File: config.mk
export PLATFORM = sky130hd
export DESIGN_NAME = period_meter_flat
export DESIGN_NICKNAME = d
export VERILOG_FILES = /design/src/rtl/period_meter_if.sv /design/src/rtl/period_meter.sv /design/src/flat_wrapper.sv
export SDC_FILE = /design/constraint.sdc
export NUM_CORES = 1
export LEC_CHECK = 0
export CAP_MARGIN = 10
export CORE_ASPECT_RATIO = 0.75
export CORE_MARGIN = 3
export CORE_UTILIZATION = 35
export DETAILED_ROUTE_END_ITERATION = 7
export HOLD_SLACK_MARGIN = 0.15
export SKIP_CTS_REPAIR_TIMING = 1
export SYNTH_ARGS = -nofsm -noshare
export SYNTH_HDL_FRONTEND = slang
export SYNTH_SLANG_ARGS = --single-unit
File: constraint.sdc
create_clock -name clk -period 4.5 [get_ports clk]
set_input_delay 0.9 -clock clk [delete_from_list [all_inputs] [get_ports clk]]
set_output_delay 0.9 -clock clk [all_outputs]
set_load 0.03 [all_outputs]
File: src/rtl/period_meter_if.sv
// Signal-under-test, enable and measurement results of one period_meter.
// master drives the input side and observes results; slave is the meter itself.
interface period_meter_if #(
    parameter int unsigned COUNT_WIDTH = 28
);
    logic                   sig_in;
    logic                   enable;
    logic [COUNT_WIDTH-1:0] period;
    logic [COUNT_WIDTH-1:0] high_time;
    logic                   period_valid;
    logic                   timeout;

    modport master (
        output sig_in,
        output enable,
        input  period,
        input  high_time,
        input  period_valid,
        input  timeout
    );

    modport slave (
        input  sig_in,
        input  enable,
        output period,
        output high_time,
        output period_valid,
        output timeout
    );
endinterface

File: src/rtl/period_meter.sv
// Measures period and high time of a slow asynchronous clock-like input in clk cycles,
// with a one-cycle valid strobe per period and a sticky timeout on missing rising edges.
module period_meter #(
    parameter int unsigned COUNT_WIDTH = 28,
    parameter int unsigned MAX_PERIOD  = 200000000
) (
    input  logic          clk,
    input  logic          rst,
    period_meter_if.slave bus
);
    localparam logic [COUNT_WIDTH-1:0] MAX_CNT = COUNT_WIDTH'(MAX_PERIOD);
    localparam logic [COUNT_WIDTH-1:0] ONE     = COUNT_WIDTH'(1);

    typedef enum logic [1:0] {
        IDLE    = 2'd0,
        ARM     = 2'd1,
        MEASURE = 2'd2
    } state_t;

    state_t                 state, state_nx;
    logic                   sync_q, s, s_d;
    logic                   rise;
    logic [COUNT_WIDTH-1:0] cnt, cnt_nx;
    logic [COUNT_WIDTH-1:0] hcnt, hcnt_nx;
    logic [COUNT_WIDTH-1:0] period_q, period_nx;
    logic [COUNT_WIDTH-1:0] high_q, high_nx;
    logic                   valid_q, valid_nx;
    logic                   timeout_q, timeout_nx;

    // Two-flop synchronizer plus one delay flop for edge detection.
    always_ff @(posedge clk or posedge rst) begin
        if (rst) begin
            sync_q <= 1'b0;
            s      <= 1'b0;
            s_d    <= 1'b0;
        end else begin
            sync_q <= bus.sig_in;
            s      <= sync_q;
            s_d    <= s;
        end
    end

    assign rise = s & ~s_d;

    // State and measurement registers.
    always_ff @(posedge clk or posedge rst) begin
        if (rst) begin
            state     <= IDLE;
            cnt       <= '0;
            hcnt      <= '0;
            period_q  <= '0;
            high_q    <= '0;
            valid_q   <= 1'b0;
            timeout_q <= 1'b0;
        end else begin
            state     <= state_nx;
            cnt       <= cnt_nx;
            hcnt      <= hcnt_nx;
            period_q  <= period_nx;
            high_q    <= high_nx;
            valid_q   <= valid_nx;
            timeout_q <= timeout_nx;
        end
    end

    // Next-state and next-output logic; rise takes priority over the timeout check.
    always_comb begin
        state_nx   = state;
        cnt_nx     = cnt;
        hcnt_nx    = hcnt;
        period_nx  = period_q;
        high_nx    = high_q;
        valid_nx   = 1'b0;
        timeout_nx = timeout_q;

        if (!bus.enable) begin
            state_nx   = IDLE;
            cnt_nx     = '0;
            hcnt_nx    = '0;
            timeout_nx = 1'b0;
        end else begin
            unique case (state)
                IDLE: begin
                    cnt_nx   = '0;
                    hcnt_nx  = '0;
                    state_nx = ARM;
                end
                ARM: begin
                    if (rise) begin
                        state_nx = MEASURE;
                        cnt_nx   = ONE;
                        hcnt_nx  = ONE;
                    end else if (cnt == MAX_CNT) begin
                        timeout_nx = 1'b1;
                        cnt_nx     = '0;
                    end else begin
                        cnt_nx = cnt + ONE;
                    end
                end
                MEASURE: begin
                    if (rise) begin
                        period_nx  = cnt;
                        high_nx    = hcnt;
                        valid_nx   = 1'b1;
                        timeout_nx = 1'b0;
                        cnt_nx     = ONE;
                        hcnt_nx    = ONE;
                    end else if (cnt == MAX_CNT) begin
                        timeout_nx = 1'b1;
                        state_nx   = ARM;
                        cnt_nx     = '0;
                        hcnt_nx    = '0;
                    end else begin
                        cnt_nx  = cnt + ONE;
                        hcnt_nx = hcnt + COUNT_WIDTH'(s);
                    end
                end
                default: begin
                    state_nx = IDLE;
                    cnt_nx   = '0;
                    hcnt_nx  = '0;
                end
            endcase
        end
    end

    assign bus.period       = period_q;
    assign bus.high_time    = high_q;
    assign bus.period_valid = valid_q;
    assign bus.timeout      = timeout_q;
endmodule

File: src/flat_wrapper.sv
// flat-port wrapper written by rule: the top's interface ports become plain ports
module period_meter_flat 
#(
    parameter int unsigned COUNT_WIDTH = 28,
    parameter int unsigned MAX_PERIOD  = 200000000
)
  (clk, rst, bus_sig_in, bus_enable, bus_period, bus_high_time, bus_period_valid, bus_timeout);
  period_meter_if #(.COUNT_WIDTH(COUNT_WIDTH)) bus_i ();
  input  logic clk;
  input  logic rst;
  input wire logic [$bits(bus_i.sig_in)-1:0] bus_sig_in;
  input wire logic [$bits(bus_i.enable)-1:0] bus_enable;
  output wire logic [$bits(bus_i.period)-1:0] bus_period;
  output wire logic [$bits(bus_i.high_time)-1:0] bus_high_time;
  output wire logic [$bits(bus_i.period_valid)-1:0] bus_period_valid;
  output wire logic [$bits(bus_i.timeout)-1:0] bus_timeout;
  assign bus_i.sig_in = bus_sig_in;
  assign bus_i.enable = bus_enable;
  assign bus_period = bus_i.period;
  assign bus_high_time = bus_i.high_time;
  assign bus_period_valid = bus_i.period_valid;
  assign bus_timeout = bus_i.timeout;
  period_meter #(.COUNT_WIDTH(COUNT_WIDTH), .MAX_PERIOD(MAX_PERIOD)) u_core (.clk(clk), .rst(rst), .bus(bus_i));
endmodule
Word level (Yosys, flattened, before mapping)
Cells that the tools add are included.

Add/subtract/negate cells: 2. Eq/ne operators: 8. Muxes and demuxes: 22. Bitwise gates (word level): 2. Reductions and logical operators: 5.

Operators by type and width (number): 2-to-1 mux 28 bit (8); one-hot mux 28 bit (2 select lines) (1); adder 28 x 1 -> 28 bit (1); adder 28 x 1 -> 28 bit (second input constant) (1); == test 28 bit (second input constant) (1); 2-to-1 mux 2 bit (4); 2-to-1 mux 1 bit (7); != test 3 x 2 -> 1 bit (second input constant) (2); != test 3 bit (second input constant) (2); one-hot mux 2 bit (3 select lines) (1); AND reduction 3 bit (2); != test 3 x 1 -> 1 bit (second input constant) (1); == test 2 x 1 -> 1 bit (second input constant) (1); == test 2 bit (second input constant) (1); logical NOT 2 bit (1); one-hot mux 1 bit (2 select lines) (1); AND reduction 2 bit (1); OR reduction 2 bit (1); AND 1 bit (1); inverter 1 bit (1).

Register bits: 119. Input port bits: 4. Word-level logic and storage cells: 49.

Depth between registers and ports, before layout
Word-level depth: 5. Depth in mapped cells: 8. Gate-level depth less buffers: 7.

Worst setup path before layout
No wires, ideal clock.

Kind: input -> register. Start: input port bus_enable. End: register u_core.hcnt[25]. Setup time: 87 ps. Data arrival time: 2115 ps. Data required time: 4413 ps. Path slack: 2298 ps. Stages on the path: 6. Path buffers: 2. Path through: clkbuf_1 nand2_1 a211oi_4 buf_6 nand4_1 a22oi_1.

Word-level cells in the longest chain between the ends: 1. Elaborated cells between the ends (all ways): 2. Classes of those cells: 1 x eq/ne; 1 x mux.

RTL lines: start, declared (line flat_wrapper.sv:12) `input wire logic [$bits(bus_i.enable)-1:0] bus_enable;`; != test 3 x 2 -> 1 bit (no source line) or 2-to-1 mux 28 bit (tied branches); end signal, assigned (line period_meter.sv:58) `hcnt <= hcnt_nx;`; end, declared (line period_meter.sv:24) `logic [COUNT_WIDTH-1:0] hcnt, hcnt_nx;`.

Several ways; a longest one is shown, not always the timed one. A chain may end at the register's enable or synchronous reset.

Worst setup path in the final report
Start: input port bus_enable. End: register u_core.hcnt[7].

The elaborated chain is that of the path after synthesis.

==> flow_summary.json <==
{
  "p_comb_frac": 0.053,
  "synthSimpleGateAreaFrac": 0.276,
  "ctsHtreeMaxLevel": 4,
  "hold_viol": 0,
  "setup_violations": 0,
  "ant_nets": 0,
  "wl_per_cell_um": 15.2,
  "synth-compound-area-share": 0.0928,
  "synth_top_family_by_area": "simple AND/OR/NAND/NOR gates",
  "fp.dieH_um": 116,
  "relSlewSlack": 0.448,
  "area_growth_pct": 23.7,
  "synth-seq-cells": 119,
  "min_from": "u_core.sync_q",
  "final_cell_area_mm2": 0.00694,
  "syn_area_mm2": 0.00561,
  "drv_slew": 0,
  "fin_worst_skew_ns": 0.00627,
  "n_fill_cell": 1465,
  "pwr-share-clk": 0.512,
  "grt_pass1_wl_um": 22200,
  "fin_setup_tns_ns": 0,
  "place_area_mm2": 0.00638,
  "path_buf_inv": 2,
  "n_antenna_cell": 0,
  "ys.warnings.count": 0,
  "gr-total-overflow": 0,
  "maxCapViolations": 0,
  "async_flop_share": 1.00,
  "start_util": 0.363,
  "startpoint": "bus_enable",
  "r2r-start": "u_core.cnt[0]",
  "drc": 0,
  "place.gp.congestion": 0.789,
  "arrival_ns": 2.86,
  "clkSlewWorstSetupHoldPaths_ns": 0.05,
  "p_sw_frac": 0.222,
  "wirelength_um": 13300,
  "grt_use_total": 0.156,
  "crit_fanout": 45,
  "synth_fa_ha_area_frac": 0.0178,
  "drt_iter0_markers": 333,
  "clk_latency_ns": 0.41,
  "slowest_stage": "clkdlybuf4s50_1",
  "status": "completed",
  "hpwlAfterDp_um": 8550,
  "ir_worst_vdd_mv": 0.212,
  "viasPerCell": 5.11,
  "cpPeakStageDelay_ns": 0.63,
  "p_switching_mw": 0.556,
  "min_path_type": "register to register",
  "cp_top_family": "buffers and inverters",
  "rows": 39,
  "clock_sinks": 119,
  "synth_cells": 606,
  "cts_tree": "yes",
  "utilization": 0.449,
  "cts_buffers": 17,
  "ys_seq_area_frac": 0.531,
  "power.leakage_nw": 3.03,
  "crit_chain": "clkdlybuf4s50_1 > nand2_1 > a211oi_4 > buf_4 > nand2_4 > o41ai_2",
  "synth_ff_type": "dfrtp_1",
  "min_period_over_period": 0.568,
  "synth_area_leaders": "dfrtp_1 53%, nand2_1 12%, a31oi_1 3.5%",
  "clockRootBuffer": "clkbuf_16",
  "antenna_found_initial": 0,
  "yosysTopAreaCell": "dfrtp_1",
  "synth_top_cell_area_share": 0.531,
  "p_per_area_mw_per_mm2": 361,
  "p_int_mw": 1.95,
  "via_count": 4467,
  "crit_path_end_kind": "register",
  "min_period_ns": 2.56,
  "cts_buffer_depth": 2,
  "synth.avg_cell_area_um2": 9.26,
  "max_freq_ghz": 0.391,
  "port_buffers": 61,
  "drive_gt1_frac": 0.0776,
  "io_pins": 62,
  "seqPwrFrac": 0.435,
  "syn_nets": 618,
  "nets": 672,
  "crit_type": "primary input to register",
  "first_global_vias": 4436,
  "die-area_mm2": 0.0176,
  "fp.coreArea_mm2": 0.0155,
  "synth-edff-count": 0,
  "cp-start-kind": "primary input",
  "tightest_slew_ns": 0.827,
  "placed_cells": 846,
  "grt_max_degree": 69,
  "rsz0062_at_grt": "no",
  "first_pass_iters": 5,
  "synth.distinct_cells": 52,
  "synth_mux_area_frac": 0.00178,
  "fin_cells": 875,
  "die_x_um": 152,
  "critPathRequiredTime_ns": 4.81,
  "synth_xor_area_frac": 0.0406
}
## per-stage QoR
| stage | setup WS, ns | hold slack [ns] | total power, mW |
|---|---|---|---|
| after floorplan | 0.443 | 0.331 | 1.21 |
| final | 1.94 | 0.352 | 2.50 |
| after CTS | 1.99 | 0.351 | 2.53 |
| after global routing | 1.84 | 0.352 | 2.59 |
| after global placement | 1.66 | 0.339 | 1.23 |
| after detailed placement | 1.55 | 0.339 | 1.24 |
## Yosys cell counts, types with 2 or more instances
master and n:
buf_6 4, buf_2 7, ha_1 8, nand3_1 34
o2111ai_1 2, and2_1 4, o21ai_0 15, dfrtp_1 119
and4_1 4, o211ai_1 4, nor4_1 5, o311ai_1 2
a41oi_1 5, or2_2 2, nand2b_1 3, clkbuf_1 16
buf_1 4, nor4_2 4, nand3b_1 6, nand2_1 175
nor2_1 43, o21ai_1 2, a31oi_1 31, xnor2_1 9
nand4_1 18, nor2b_1 3, and3_1 8, or4_4 2
nor3_1 7, inv_1 18, o22ai_1 5, xor2_1 17
## routing by layer
metal  share of wire  global-route usage  vias up
met3           0.047              0.0373       20
met4           0.020              0.0784        0
met5               0                   0        -
li1                -                   -     2189
met1            0.49               0.213     2127
met2            0.44               0.235      131
## power by group through the flow
| stage | Sequential (mW) | Clock [mW] | Combinational (mW) |
|---|---|---|---|
| global placement | 1.11 | 0 | 0.127 |
| floorplan | 1.11 | 0 | 0.0999 |
| finish | 1.09 | 1.28 | 0.133 |
| detailed placement | 1.11 | 0 | 0.132 |
| CTS | 1.09 | 1.31 | 0.133 |
| global route | 1.09 | 1.35 | 0.146 |
## logic make-up (layout without fill, tap and decap cells)
| kind of cell | after synthesis | after routing |
|---|---|---|
| xor+xnor | 26 | 26 |
| fa+ha+maj | 8 | 8 |
| simple gates | 326 | 326 |
| buf+inv | 50 | 114 |
| compound gates | 76 | 76 |
| mux | 1 | 1 |
| flops | 119 | 119 |
## placed cells by master, fill, tap and decap left out, types with 2 or more instances in the layout
cell,n
nor2b_1,2
nand2_1,175
o22ai_1,5
ha_1,8
inv_1,17
buf_4,4
dfrtp_1,119
nand3_2,2
or2_2,2
or4_4,2
o211ai_1,4
and3_1,8
nand2b_1,3
clkbuf_16,17
xnor2_1,9
clkbuf_1,3
nand3_1,33
o311ai_1,2
nand3b_1,6
clkbuf_8,6
a31oi_1,31
and2_1,4
and4_1,4
a41oi_1,5
clkinv_2,2
o2111ai_1,2
xor2_1,17
o21ai_0,15
nor4_2,4
clkdlybuf4s50_1,61
nand4_1,18
nor3_1,7
nor2_1,43
o21ai_1,2
nor4_1,5
## worst paths after layout
| kind | cells after the start | endpoint | slack [ns] |
|---|---|---|---|
| setup / recovery | 6 | u_core.hcnt[7] | 1.94 |
| hold / removal | 0 | u_core.s | 0.35 |
| setup reg to reg | 8 | u_core.hcnt[7] | 2.14 |
| hold reg to reg | 0 | u_core.s | 0.35 |
| max in group asynchronous | 3 | u_core.hcnt[4] | 2.72 |
| min in group asynchronous | 2 | u_core.bus.period[6] | 0.99 |
## flip-flops by register name, indices dropped and copies added (netlist names)
name,cells
u_core.bus.high_time,28
u_core.s_d,1
u_core.bus.timeout,1
u_core.state,2
u_core.cnt,28
u_core.bus.period_valid,1
u_core.hcnt,28
u_core.bus.period,28
u_core.s,1
u_core.sync_q,1
## worst register-to-register path: cells and delay by family (launching register included)
kind	cells	cell delay, ns
adder cells (fa/ha/maj)	1	0.23
AO/OA/AOI/OAI	2	0.56
buffers and inverters	2	0.54
AND/OR/NAND/NOR	3	0.56
flip-flops	1	0.39
## layout make-up
class,instances,area [µm²],area share
Inverter,19,73.8,0.0106
Clock buffer,26,519,0.0748
Timing Repair Buffer,66,661,0.0952
Sequential cell,119,2980,0.429
Tap cell,205,256,0.0369
Multi-Input combinational cell,437,2410,0.348
Clock inverter,3,40.0,0.00577
Power figures use the tool's default switching activity.
